**src/rtl/alu_seq_if.sv**
```systemverilog
// Handshake bundle between the execute-stage control unit and alu_seq.
interface alu_seq_if #(
  parameter int WIDTH = 32
);
  logic             flush;
  logic             in_valid;
  logic             in_ready;
  logic [WIDTH-1:0] op1;
  logic [WIDTH-1:0] op2;
  logic [4:0]       ctl;
  logic             out_valid;
  logic             out_ready;
  logic [WIDTH-1:0] out;
  logic             out_err;
  logic             busy;

  modport master (
    output flush, in_valid, op1, op2, ctl, out_ready,
    input  in_ready, out_valid, out, out_err, busy
  );

  modport slave (
    input  flush, in_valid, op1, op2, ctl, out_ready,
    output in_ready, out_valid, out, out_err, busy
  );
endinterface

```
**src/rtl/alu_seq.sv**
```systemverilog
// alu_seq: multi-cycle ALU. Base ops finish in one cycle; M-extension ops run
// WIDTH shift-add / restoring-divide iterations on magnitudes, then a FIX cycle
// applies sign correction and picks the high/low half.
// CTL encoding: 0..13 base ops, 16..23 = MUL,MULH,MULHSU,MULHU,DIV,DIVU,REM,REMU.
module alu_seq #(
  parameter int WIDTH     = 32,
  parameter bit MULDIV_EN = 1'b1
) (
  input logic      clk,
  input logic      rst_n,
  alu_seq_if.slave bus
);
  localparam int SHW = $clog2(WIDTH);
  localparam int CW  = SHW + 1;

  localparam logic [4:0] ALU_ADD = 5'd0,  ALU_SUB = 5'd1,  ALU_AND = 5'd2,
                         ALU_OR  = 5'd3,  ALU_XOR = 5'd4,  ALU_SLL = 5'd5,
                         ALU_SRL = 5'd6,  ALU_SRA = 5'd7,  ALU_EQ  = 5'd8,
                         ALU_NE  = 5'd9,  ALU_LT  = 5'd10, ALU_GE  = 5'd11,
                         ALU_LTU = 5'd12, ALU_GEU = 5'd13;

  typedef enum logic [1:0] {IDLE, ITER, FIX, DONE} state_t;

  state_t           state, state_nx;
  logic             accept, is_md, cnt_done;
  logic [WIDTH-1:0] sc_res, md_res, out_q;
  logic             sc_err, err_q;
  logic [SHW-1:0]   shamt;

  assign is_md         = MULDIV_EN && (bus.ctl[4:3] == 2'b10);
  assign bus.in_ready  = ((state == IDLE) || ((state == DONE) && bus.out_ready)) && !bus.flush;
  assign accept        = bus.in_valid && bus.in_ready;
  assign bus.out_valid = (state == DONE);
  assign bus.busy      = (state != IDLE);
  assign bus.out       = out_q;
  assign bus.out_err   = err_q;
  assign shamt         = bus.op2[SHW-1:0];

  // single-cycle result; anything not decoded here is illegal
  always_comb begin
    sc_res = '0;
    sc_err = 1'b0;
    case (bus.ctl)
      ALU_ADD: sc_res = bus.op1 + bus.op2;
      ALU_SUB: sc_res = bus.op1 - bus.op2;
      ALU_AND: sc_res = bus.op1 & bus.op2;
      ALU_OR:  sc_res = bus.op1 | bus.op2;
      ALU_XOR: sc_res = bus.op1 ^ bus.op2;
      ALU_SLL: sc_res = bus.op1 << shamt;
      ALU_SRL: sc_res = bus.op1 >> shamt;
      ALU_SRA: sc_res = $signed(bus.op1) >>> shamt;
      ALU_EQ:  sc_res = WIDTH'(bus.op1 == bus.op2);
      ALU_NE:  sc_res = WIDTH'(bus.op1 != bus.op2);
      ALU_LT:  sc_res = WIDTH'($signed(bus.op1) < $signed(bus.op2));
      ALU_GE:  sc_res = WIDTH'($signed(bus.op1) >= $signed(bus.op2));
      ALU_LTU: sc_res = WIDTH'(bus.op1 < bus.op2);
      ALU_GEU: sc_res = WIDTH'(bus.op1 >= bus.op2);
      default: sc_err = 1'b1;
    endcase
  end

  // next state; flush overrides everything and blocks accept via in_ready
  always_comb begin
    state_nx = state;
    case (state)
      IDLE: if (accept) state_nx = is_md ? ITER : DONE;
      ITER: if (cnt_done) state_nx = FIX;
      FIX:  state_nx = DONE;
      DONE: begin
        if (accept)             state_nx = is_md ? ITER : DONE;
        else if (bus.out_ready) state_nx = IDLE;
      end
      default: state_nx = IDLE;
    endcase
    if (bus.flush) state_nx = IDLE;
  end

  // state register
  always_ff @(posedge clk or negedge rst_n) begin
    if (!rst_n) state <= IDLE;
    else        state <= state_nx;
  end

  // result register: loaded on single-cycle accept or at the end of FIX;
  // untouched otherwise so it stays stable under backpressure
  always_ff @(posedge clk or negedge rst_n) begin
    if (!rst_n) begin
      out_q <= '0;
      err_q <= 1'b0;
    end else if (bus.flush) begin
      err_q <= 1'b0;
    end else if (accept) begin
      if (!is_md) out_q <= sc_res;
      err_q <= is_md ? 1'b0 : sc_err;
    end else if (state == FIX) begin
      out_q <= md_res;
      err_q <= 1'b0;
    end
  end

  generate
    if (MULDIV_EN) begin : g_md
      logic [CW-1:0]      cnt;
      logic [WIDTH-1:0]   hi, lo, dvs;
      logic [2:0]         fn;
      logic               neg, sgn1_q, dz;
      logic               s1_op, s2_op, sgn1, sgn2;
      logic [WIDTH-1:0]   mag1, mag2;
      logic [WIDTH:0]     msum, rsh, rdiff;
      logic [2*WIDTH-1:0] prod;

      // which operands are signed for this op (fn = ctl[2:0])
      always_comb begin
        s1_op = 1'b0;
        s2_op = 1'b0;
        case (bus.ctl[2:0])
          3'd1, 3'd4, 3'd6: begin s1_op = 1'b1; s2_op = 1'b1; end
          3'd2:             s1_op = 1'b1;
          default: ;
        endcase
        sgn1 = s1_op & bus.op1[WIDTH-1];
        sgn2 = s2_op & bus.op2[WIDTH-1];
        mag1 = sgn1 ? -bus.op1 : bus.op1;
        mag2 = sgn2 ? -bus.op2 : bus.op2;
      end

      // one iteration step: shift-add for mul, compare/subtract for div
      always_comb begin
        msum  = {1'b0, hi} + (lo[0] ? {1'b0, dvs} : '0);
        rsh   = {hi, lo[WIDTH-1]};
        rdiff = rsh - {1'b0, dvs};
      end

      // sign fix-up and half select; dz quotient is forced to all-ones,
      // dz remainder falls out as OP1 since the dividend ends up in hi
      always_comb begin
        md_res = '0;
        prod   = {hi, lo};
        if (neg) prod = -prod;
        case (fn)
          3'd0:             md_res = prod[WIDTH-1:0];
          3'd1, 3'd2, 3'd3: md_res = prod[2*WIDTH-1:WIDTH];
          3'd4, 3'd5:       md_res = dz ? '1 : (neg ? -lo : lo);
          default:          md_res = sgn1_q ? -hi : hi;
        endcase
      end

      assign cnt_done = (cnt == CW'(WIDTH - 1));

      // operand latch at accept, then one iteration per ITER cycle
      always_ff @(posedge clk or negedge rst_n) begin
        if (!rst_n) begin
          cnt    <= '0;
          hi     <= '0;
          lo     <= '0;
          dvs    <= '0;
          fn     <= '0;
          neg    <= 1'b0;
          sgn1_q <= 1'b0;
          dz     <= 1'b0;
        end else if (bus.flush) begin
          cnt <= '0;
        end else if (accept && is_md) begin
          cnt    <= '0;
          fn     <= bus.ctl[2:0];
          hi     <= '0;
          neg    <= sgn1 ^ sgn2;
          sgn1_q <= sgn1;
          dz     <= (bus.op2 == '0);
          if (bus.ctl[2]) begin
            lo  <= mag1;
            dvs <= mag2;
          end else begin
            lo  <= mag2;
            dvs <= mag1;
          end
        end else if (state == ITER) begin
          cnt <= cnt + 1'b1;
          if (fn[2]) begin
            if (!rdiff[WIDTH]) begin
              hi <= rdiff[WIDTH-1:0];
              lo <= {lo[WIDTH-2:0], 1'b1};
            end else begin
              hi <= rsh[WIDTH-1:0];
              lo <= {lo[WIDTH-2:0], 1'b0};
            end
          end else begin
            hi <= msum[WIDTH:1];
            lo <= {msum[0], lo[WIDTH-1:1]};
          end
        end
      end
    end else begin : g_nomd
      assign cnt_done = 1'b0;
      assign md_res   = '0;
    end
  endgenerate
endmodule

```
**src/flat_wrapper.sv**
```systemverilog
// flat-port wrapper written by rule: the top's interface ports become plain ports
module alu_seq_flat 
#(
  parameter int WIDTH     = 32,
  parameter bit MULDIV_EN = 1'b1
)
  (clk, rst_n, bus_flush, bus_in_valid, bus_op1, bus_op2, bus_ctl, bus_out_ready, bus_in_ready, bus_out_valid, bus_out, bus_out_err, bus_busy);
  alu_seq_if #(.WIDTH(WIDTH)) bus_i ();
  input logic clk;
  input logic rst_n;
  input wire logic [$bits(bus_i.flush)-1:0] bus_flush;
  input wire logic [$bits(bus_i.in_valid)-1:0] bus_in_valid;
  input wire logic [$bits(bus_i.op1)-1:0] bus_op1;
  input wire logic [$bits(bus_i.op2)-1:0] bus_op2;
  input wire logic [$bits(bus_i.ctl)-1:0] bus_ctl;
  input wire logic [$bits(bus_i.out_ready)-1:0] bus_out_ready;
  output wire logic [$bits(bus_i.in_ready)-1:0] bus_in_ready;
  output wire logic [$bits(bus_i.out_valid)-1:0] bus_out_valid;
  output wire logic [$bits(bus_i.out)-1:0] bus_out;
  output wire logic [$bits(bus_i.out_err)-1:0] bus_out_err;
  output wire logic [$bits(bus_i.busy)-1:0] bus_busy;
  assign bus_i.flush = bus_flush;
  assign bus_i.in_valid = bus_in_valid;
  assign bus_i.op1 = bus_op1;
  assign bus_i.op2 = bus_op2;
  assign bus_i.ctl = bus_ctl;
  assign bus_i.out_ready = bus_out_ready;
  assign bus_in_ready = bus_i.in_ready;
  assign bus_out_valid = bus_i.out_valid;
  assign bus_out = bus_i.out;
  assign bus_out_err = bus_i.out_err;
  assign bus_busy = bus_i.busy;
  alu_seq #(.WIDTH(WIDTH), .MULDIV_EN(MULDIV_EN)) u_core (.clk(clk), .rst_n(rst_n), .bus(bus_i));
endmodule
```
**config.mk**
```make
export PLATFORM = sky130hd
export DESIGN_NAME = alu_seq_flat
export DESIGN_NICKNAME = d
export VERILOG_FILES = /design/src/rtl/alu_seq_if.sv /design/src/rtl/alu_seq.sv /design/src/flat_wrapper.sv
export SDC_FILE = /design/constraint.sdc
export NUM_CORES = 1
export LEC_CHECK = 0
export CAP_MARGIN = 40
export CORE_MARGIN = 4
export CORE_UTILIZATION = 40
export DETAILED_ROUTE_END_ITERATION = 12
export RECOVER_POWER = 25
export SLEW_MARGIN = 20
export SYNTH_ARGS = -nofsm -noshare
export SYNTH_HDL_FRONTEND = slang
export SYNTH_SLANG_ARGS = --single-unit
```
**constraint.sdc**
```tcl
create_clock -name clk -period 9.87 [get_ports clk]
set_input_delay 1.974 -clock clk [delete_from_list [all_inputs] [get_ports clk]]
set_output_delay 1.974 -clock clk [all_outputs]
set_load 0.01 [all_outputs]
```
==> summary.md, run 1 <==
| Metric | Value |
|---|---|
| Initial Util | between 40% and 50% |
| Die Height | ~250 um |
| HPWL after DPL | around 86 mm |
| Clk Latency, worst-skew pair | 0.47 ns |
| Via count | 25900 |
| WHS | around 0.48 ns |
| Wire per inst | ~29 um |
| Non-filler instance count after layout | 3917 |
| Post-Place Worst Slack | between 3 and 4 ns |
| Switch Pwr | around 3.2 mW |
| Critical Path AT | 5.65 ns |
| Switching share of total power | between 50% and 60% |
| Critical path's largest stage delay | roughly 3.2 ns |
| Worst path slowest cell | clkbuf_1 |
| Failing checks | max-capacitance violations, max-slew violations |
| Largest net degree at the start of global routing | 84 |
| H-tree depth | 4 |
| GRT Total Usage | about 34% |
| Initial antenna violation count | 2 |
| CTS tree | done |
| DRC viols | 0 |
| Ant diodes | 0 |
| Initial DRT Pass Iterations | 9 |
| Most frequent CP cell | clkbuf_1 |
| Hold_buf cts | 0 |
| Register bit total from synthesis | 143 |
| Cell area after synthesis | between 0.02 and 0.025 mm2 |
| Hold crit path type | reg2reg |
| Postcts setup bufs | 0 |
| Outcome | finished, violations left |
| Buf/Inv on CP | 2 |
| Max clock buf depth | 2 |
| Slew of the pin with the lowest slew margin | approximately 4.4 ns |
| Power Internal | approximately 2.9 mW |
| Initial DRC Count | between 3000 and 4000 |
| WL final | approximately 110 mm |
| Clock share of power | roughly an eighth |
| Gate Count Post-Synth | 3195 |
| Post-synth EDFFs | 0 |
| CP Class | in2async |
| Post-route design area | between 0.02 and 0.03 mm2 |
| Combinational power share | around two thirds |
| Max Freq | between 150 and 200 MHz |
| Sink Count | 143 |
| Synth cell types | 86 |
| Global-route wire length before repair | ~160 mm |
| Async S/R FF share, synth | 100% |
| Final total power | slightly above 6 mW |
| Maxcap violations | 1 |
| Final WS setup | approximately 3.4 ns |
| Core area | ~0.057 mm2 |
| Clk slew on worst S/H paths | about 0.07 ns |
| Net Count, Synth | about 3400 |
| Worst path required time | 9.06 ns |
| Share of cells above drive strength 1 | 6.55% |
| Crit-path max FO | between 70 and 80 |
| Grt ovf | 0 |
| Final Core Density | between 40% and 50% |
| Multi-input logic area | about 0.018 mm2 |
| NumNets Final | about 3400 |
| VDD IR max | 0.160 mV |
| Die area | between 0.06 and 0.07 mm2 |
| Post-route ant nets | 0 |
| Post-synthesis sequential area ratio | approximately 15% |
| Period minus WS final | between 6 and 7 ns |
| IO Port Bufs | approximately 110 |
| FF+latch area | 0.00358 mm2 |
| Crit start category | input pin |
| Sequential power share | about a fifth |
| Crit path depth | 2 |
| Die Wd | around 250 um |
| CP top delay family | buffers and inverters |
| Worst setup EP type | asynchronous set/reset pin |
| WHS Path Cells | 2 |
| Rel. slew slack | -195% |
| R2R depth | 12 |
| Top FF cell, synth | dfrtp_1 |
| CP Cell Sequence | clkbuf_1 > clkbuf_1 |
| Setup Skew | 0.0168 ns |
| DP Cell Count | around 3900 |
| Post-CTS Resized | 0 |
| Yosys warns | 0 |
| Site Rows | 87 |
| Unrepaired setup endpoints after global routing | no |
| Vias in the first global route | roughly 24000 |
| Final Cycle Share | 65.4% |
| Placed inst area | 0.0248 mm2 |
| Area grow syn2layout | 10.1% |
| Setup TNS | 0 ns |
| Final hold viol count | 0 |
| Setup-failing EPs final | 0 |
| Total I/O pin count | 110 |
| Slew Viols, Final | 76 |
| CTS root buffer | clkbuf_16 |
| Inserted Clock Buffers | 17 |
| Power Dens Cells | between 200 and 250 mW/mm2 |
| Mean Syn Cell Area | a little over 7 um2 |
| RD Place Congestion | about 1.1 |
| Vias per cell | roughly 6.6 |
| FILL cells | 5882 |
| Lkg Pwr | between 10 and 15 nW |
-- layout make-up --
class	count	share of cell area, %
flip-flops and latches	143	14.1
well taps	756	3.72
multi-input cells	2643	70.9
clock buffers	20	1.79
inverters	162	2.39
clock inverters	12	0.713
repair buffers	181	6.44
-- state kept, by name, summed over array words and instances (netlist names), 2 cells and up --
signal,flops
u_core.g_md.hi,32
u_core.g_md.dvs,32
u_core.g_md.lo,32
u_core.state,2
u_core.bus.out,32
u_core.g_md.fn,3
u_core.g_md.cnt,6
-- layer usage --
layer  up-vias  part of all wire, %  track usage (%)
met5         -                    0                0
met4         0                  5.8             17.2
met3       319                  8.8             5.89
met2      1473                   44             54.3
met1     12400                   41             45.8
li1      11600                    -                -
-- placed cells by master (no fill, tap or decap), types with 22 or more instances in the layout --
cell type / count
nand2b_1: 35
o211ai_1: 86
mux4_2: 32
nand2_1: 270
inv_1: 158
o221ai_1: 24
a221oi_1: 30
a21oi_1: 279
xnor2_1: 140
nor4_1: 25
dfrtp_1: 141
buf_4: 59
o21ai_0: 303
ha_1: 169
o31ai_1: 39
xor2_1: 81
nand3_1: 70
nor3_1: 58
o21bai_1: 22
or3_1: 26
a21o_1: 57
a211oi_1: 35
a22oi_1: 38
mux2i_1: 123
a31oi_1: 54
nor2_1: 308
clkdlybuf4s50_1: 101
-- power groups by stage --
stage | Sequential [mW] | Clock [mW] | Combinational, mW
after global routing | 1.32 | 0.769 | 4.39
after detailed placement | 1.28 | 0 | 3.93
final | 1.29 | 0.740 | 4.06
after CTS | 1.27 | 0.745 | 3.96
after floorplan | 1.04 | 0 | 2.94
after global placement | 1.27 | 0 | 3.88
-- kinds of logic (layout without fill, tap and decap cells) --
group / Yosys count / in the layout / share of synthesized area [%]
AO/OA/AOI/OAI: 1137 / 1137 / 31.5
XOR/XNOR: 222 / 222 / 8.41
adder cells (fa/ha/maj): 173 / 173 / 9.49
buffers and inverters: 409 / 375 / 6.79
flip-flops: 143 / 143 / 15.5
multiplexers: 172 / 172 / 9.27
AND/OR/NAND/NOR: 939 / 939 / 19.1
-- path summary, 6_finish.rpt --
path	slack, ns	from	endpoint
max in group clk	3.58	bus_op1[0]	u_core.bus.out[24]
worst min-delay path	0.48	u_core.g_md.dvs[31]	u_core.g_md.dvs[31]
worst max register to register	5.00	u_core.g_md.hi[11]	u_core.g_md.hi[9]
worst min register to register	0.48	u_core.g_md.dvs[31]	u_core.g_md.dvs[31]
min in group asynchronous	1.50	rst_n	u_core.g_md.hi[3]
worst max-delay path	3.41	rst_n	u_core.g_md.neg
-- Yosys cell counts, drive strengths merged, types with 14 or more instances --
cell | n | area [um2]
a211oi | 35 | 263
nand3 | 71 | 355
a221oi | 30 | 263
mux4 | 32 | 721
or3 | 26 | 163
o221ai | 24 | 210
a31oi | 54 | 338
o22ai | 17 | 106
o21a | 19 | 143
a211o | 14 | 123
o21ai | 305 | 1530
o21bai | 22 | 165
o31ai | 40 | 314
a22oi | 38 | 285
a221o | 17 | 170
buf | 47 | 210
nand4 | 21 | 131
nor2b | 20 | 125
a21o | 57 | 428
dfrtp | 143 | 3580
and2 | 20 | 125
nand2b | 39 | 259
or4 | 18 | 146
and3 | 16 | 100
xnor2 | 140 | 1230
ha | 169 | 2110
xor2 | 82 | 718
o211ai | 86 | 646
a21oi | 279 | 1400
mux2i | 123 | 1230
clkbuf | 200 | 751
nor2 | 310 | 1160
nor3 | 60 | 305
inv | 162 | 608
mux2 | 17 | 191
nor4 | 28 | 190
nand2 | 270 | 1010
Note: power is estimated with default switching activity, not from simulation.
==> run 2: changes to the inputs <==
==> constraint.sdc (replaced) <==
create_clock -name clk -period 5.2 [get_ports clk]
set_input_delay 1.04 -clock clk [delete_from_list [all_inputs] [get_ports clk]]
set_output_delay 1.04 -clock clk [all_outputs]
set_load 0.01 [all_outputs]
==> summary.md, run 2 (same netlist as run 1, synthesis figures left out) <==
| Metric | Value |
|---|---|
| Initial DRT Pass Iterations | 6 |
| Lkg Pwr | about 11 nW |
| Hold Path End | u_core.g_md.dvs[6] |
| Vias in the first global route | roughly 25000 |
| Grt ovf | 0 |
| HPWL after DPL | approximately 95 mm |
| HP Start | u_core.g_md.dvs[6] |
| VDD IR max | between 0.4 and 0.5 mV |
| Site Rows | 87 |
| RR Endpoint | u_core.g_md.hi[12] |
| DP Cell Count | 4028 |
| Clk Latency, worst-skew pair | around 0.46 ns |
| Unrepaired setup endpoints after global routing | no |
| RD Place Congestion | 1.05 |
| H-tree depth | 4 |
| Postcts setup bufs | 0 |
| CP Cell Sequence | clkdlybuf4s50_1 > inv_1 > ha_1 > inv_1 > fa_1 > nor2b_1 > o211ai_1 > a2bb2oi_1 > a211o_1 > a2111oi_0 > nor3_1 > a211oi_1 > mux2i_1 > nor3_1 > o21bai_1 |
| Critical Path AT | 5.28 ns |
| Post-CTS Resized | 0 |
| Global-route wire length before repair | about 170 mm |
| Internal reg-to-reg setup slack | 0.78 ns |
| Met1 wire length | around 48 mm |
| Wire per inst | slightly below 30 um |
| Die Height | 248 um |
| Share of cells above drive strength 1 | a little over a tenth |
| Met2 wire length | ~54 mm |
| CTS tree | done |
| Worst path slowest cell | a2111oi_0 |
| Most frequent cells in the layout | nor2_1 (308), o21ai_0 (303), a21oi_1 (279) |
| Power Dens Cells | between 400 and 500 mW/mm2 |
| CP Class | in2reg |
| CTS root buffer | clkbuf_16 |
| Setup-failing EPs final | 0 |
| Crit-path max FO | 5 |
| Setup Skew | a little over 0.01 ns |
| Outcome | finished, violations left |
| IO Port Bufs | roughly 110 |
| Placed inst area | around 0.026 mm2 |
| Slew Viols, Final | 62 |
| Maxcap violations | 1 |
| Failing checks | max-capacitance violations, max-slew violations |
| Worst r2r src | u_core.g_md.hi[8] |
| Highest metal used | met5 |
| Inserted Clock Buffers | 17 |
| Non-filler instance count after layout | around 4100 |
| Max clock buf depth | 2 |
| Crit start category | input pin |
| Routed met3 length | ~9.4 mm |
| DRC viols | 0 |
| Die area | 0.0617 mm2 |
| Worst setup EP type | register |
| Hold crit path type | reg2reg |
| Initial Util | ~41% |
| R2R depth | 13 |
| Vias per cell | 6.56 |
| Largest net degree at the start of global routing | 78 |
| Initial DRC Count | 3153 |
| Sink Count | approximately 140 |
| Initial antenna violation count | 5 |
| Rel. slew slack | -18.0% |
| Max Freq | between 200 and 250 MHz |
| Total I/O pin count | between 100 and 150 |
| WL final | between 100 and 150 mm |
| Worst path required time | about 5.5 ns |
| Critical path's largest stage delay | roughly 0.85 ns |
| Period minus WS final | approximately 5.0 ns |
| Area grow syn2layout | 14.8% |
| Final Cycle Share | a little over nine tenths |
| Post-route design area | 0.0265 mm2 |
| Post-route ant nets | 0 |
| Final total power | 11.7 mW |
| Core area | between 0.05 and 0.06 mm2 |
| GRT Total Usage | a little over a third |
| Slew of the pin with the lowest slew margin | between 1.5 and 2 ns |
| Die Wd | 248 um |
| Via count | about 27000 |
| NumNets Final | between 3000 and 4000 |
| Final hold viol count | 0 |
| Setup TNS | 0 ns |
| Hold_buf cts | 0 |
| WHS Path Cells | 2 |
| Commonest non-fill, non-tap cell in the layout | nor2_1 |
| Clk slew on worst S/H paths | around 0.070 ns |
-- run 2: worst max-delay path by stage --
stage / start / to / slack (ns) / cells after the start
finish: bus_op1[0] / u_core.bus.out[30] / 0.23 / 15
global route: bus_op1[0] / u_core.bus.out[30] / 0.14 / 15
CTS: bus_op1[0] / u_core.bus.out[30] / 0.30 / 15
detailed placement: bus_op1[0] / u_core.bus.out[30] / -0.14 / 15
global placement: bus_op1[0] / u_core.bus.out[30] / -0.12 / 15
floorplan: bus_op2[2] / u_core.bus.out[31] / 0.14 / 16
-- run 2: routing by layer --
metal,global-route usage [%],up-vias
li1,-,11900
met5,0,-
met2,59.3,1444
met4,16.8,6
met3,5.62,284
met1,47.1,13000
-- run 2: worst max-delay path: cells and delay by family --
family,cells,cell delay (ns)
fa+ha+maj,2,0.58
mux,1,0.11
simple gates,3,0.68
compound gates,6,2.27
buf+inv,3,0.59
-- run 2: power by group --
part	internal [mW]	switching (mW)
clock	0.734	0.596
sequential	1.56	0.851
combinational	3.28	4.67
-- run 2: stage by stage --
step                util [%]  hold slack, ns  worst slack (ns)
floorplan                  -           0.450             0.136
CTS                     46.8           0.435             0.303
global placement        45.6           0.465            -0.124
global route            46.7           0.504             0.139
finish                  46.7           0.488             0.233
detailed placement      45.7           0.471            -0.142
-- run 2: area by class of cell --
| type | count | area (um2) |
|---|---|---|
| Fill cell | 5800 | 30300 |
| Multi-Input combinational cell | 2643 | 18000 |
| Sequential cell | 143 | 3580 |
| Timing Repair Buffer | 324 | 2760 |
| Tap cell | 756 | 946 |
| Inverter | 162 | 608 |
| Clock buffer | 17 | 425 |
| Clock inverter | 15 | 188 |
| Antenna cell | 2 | 5.00 |
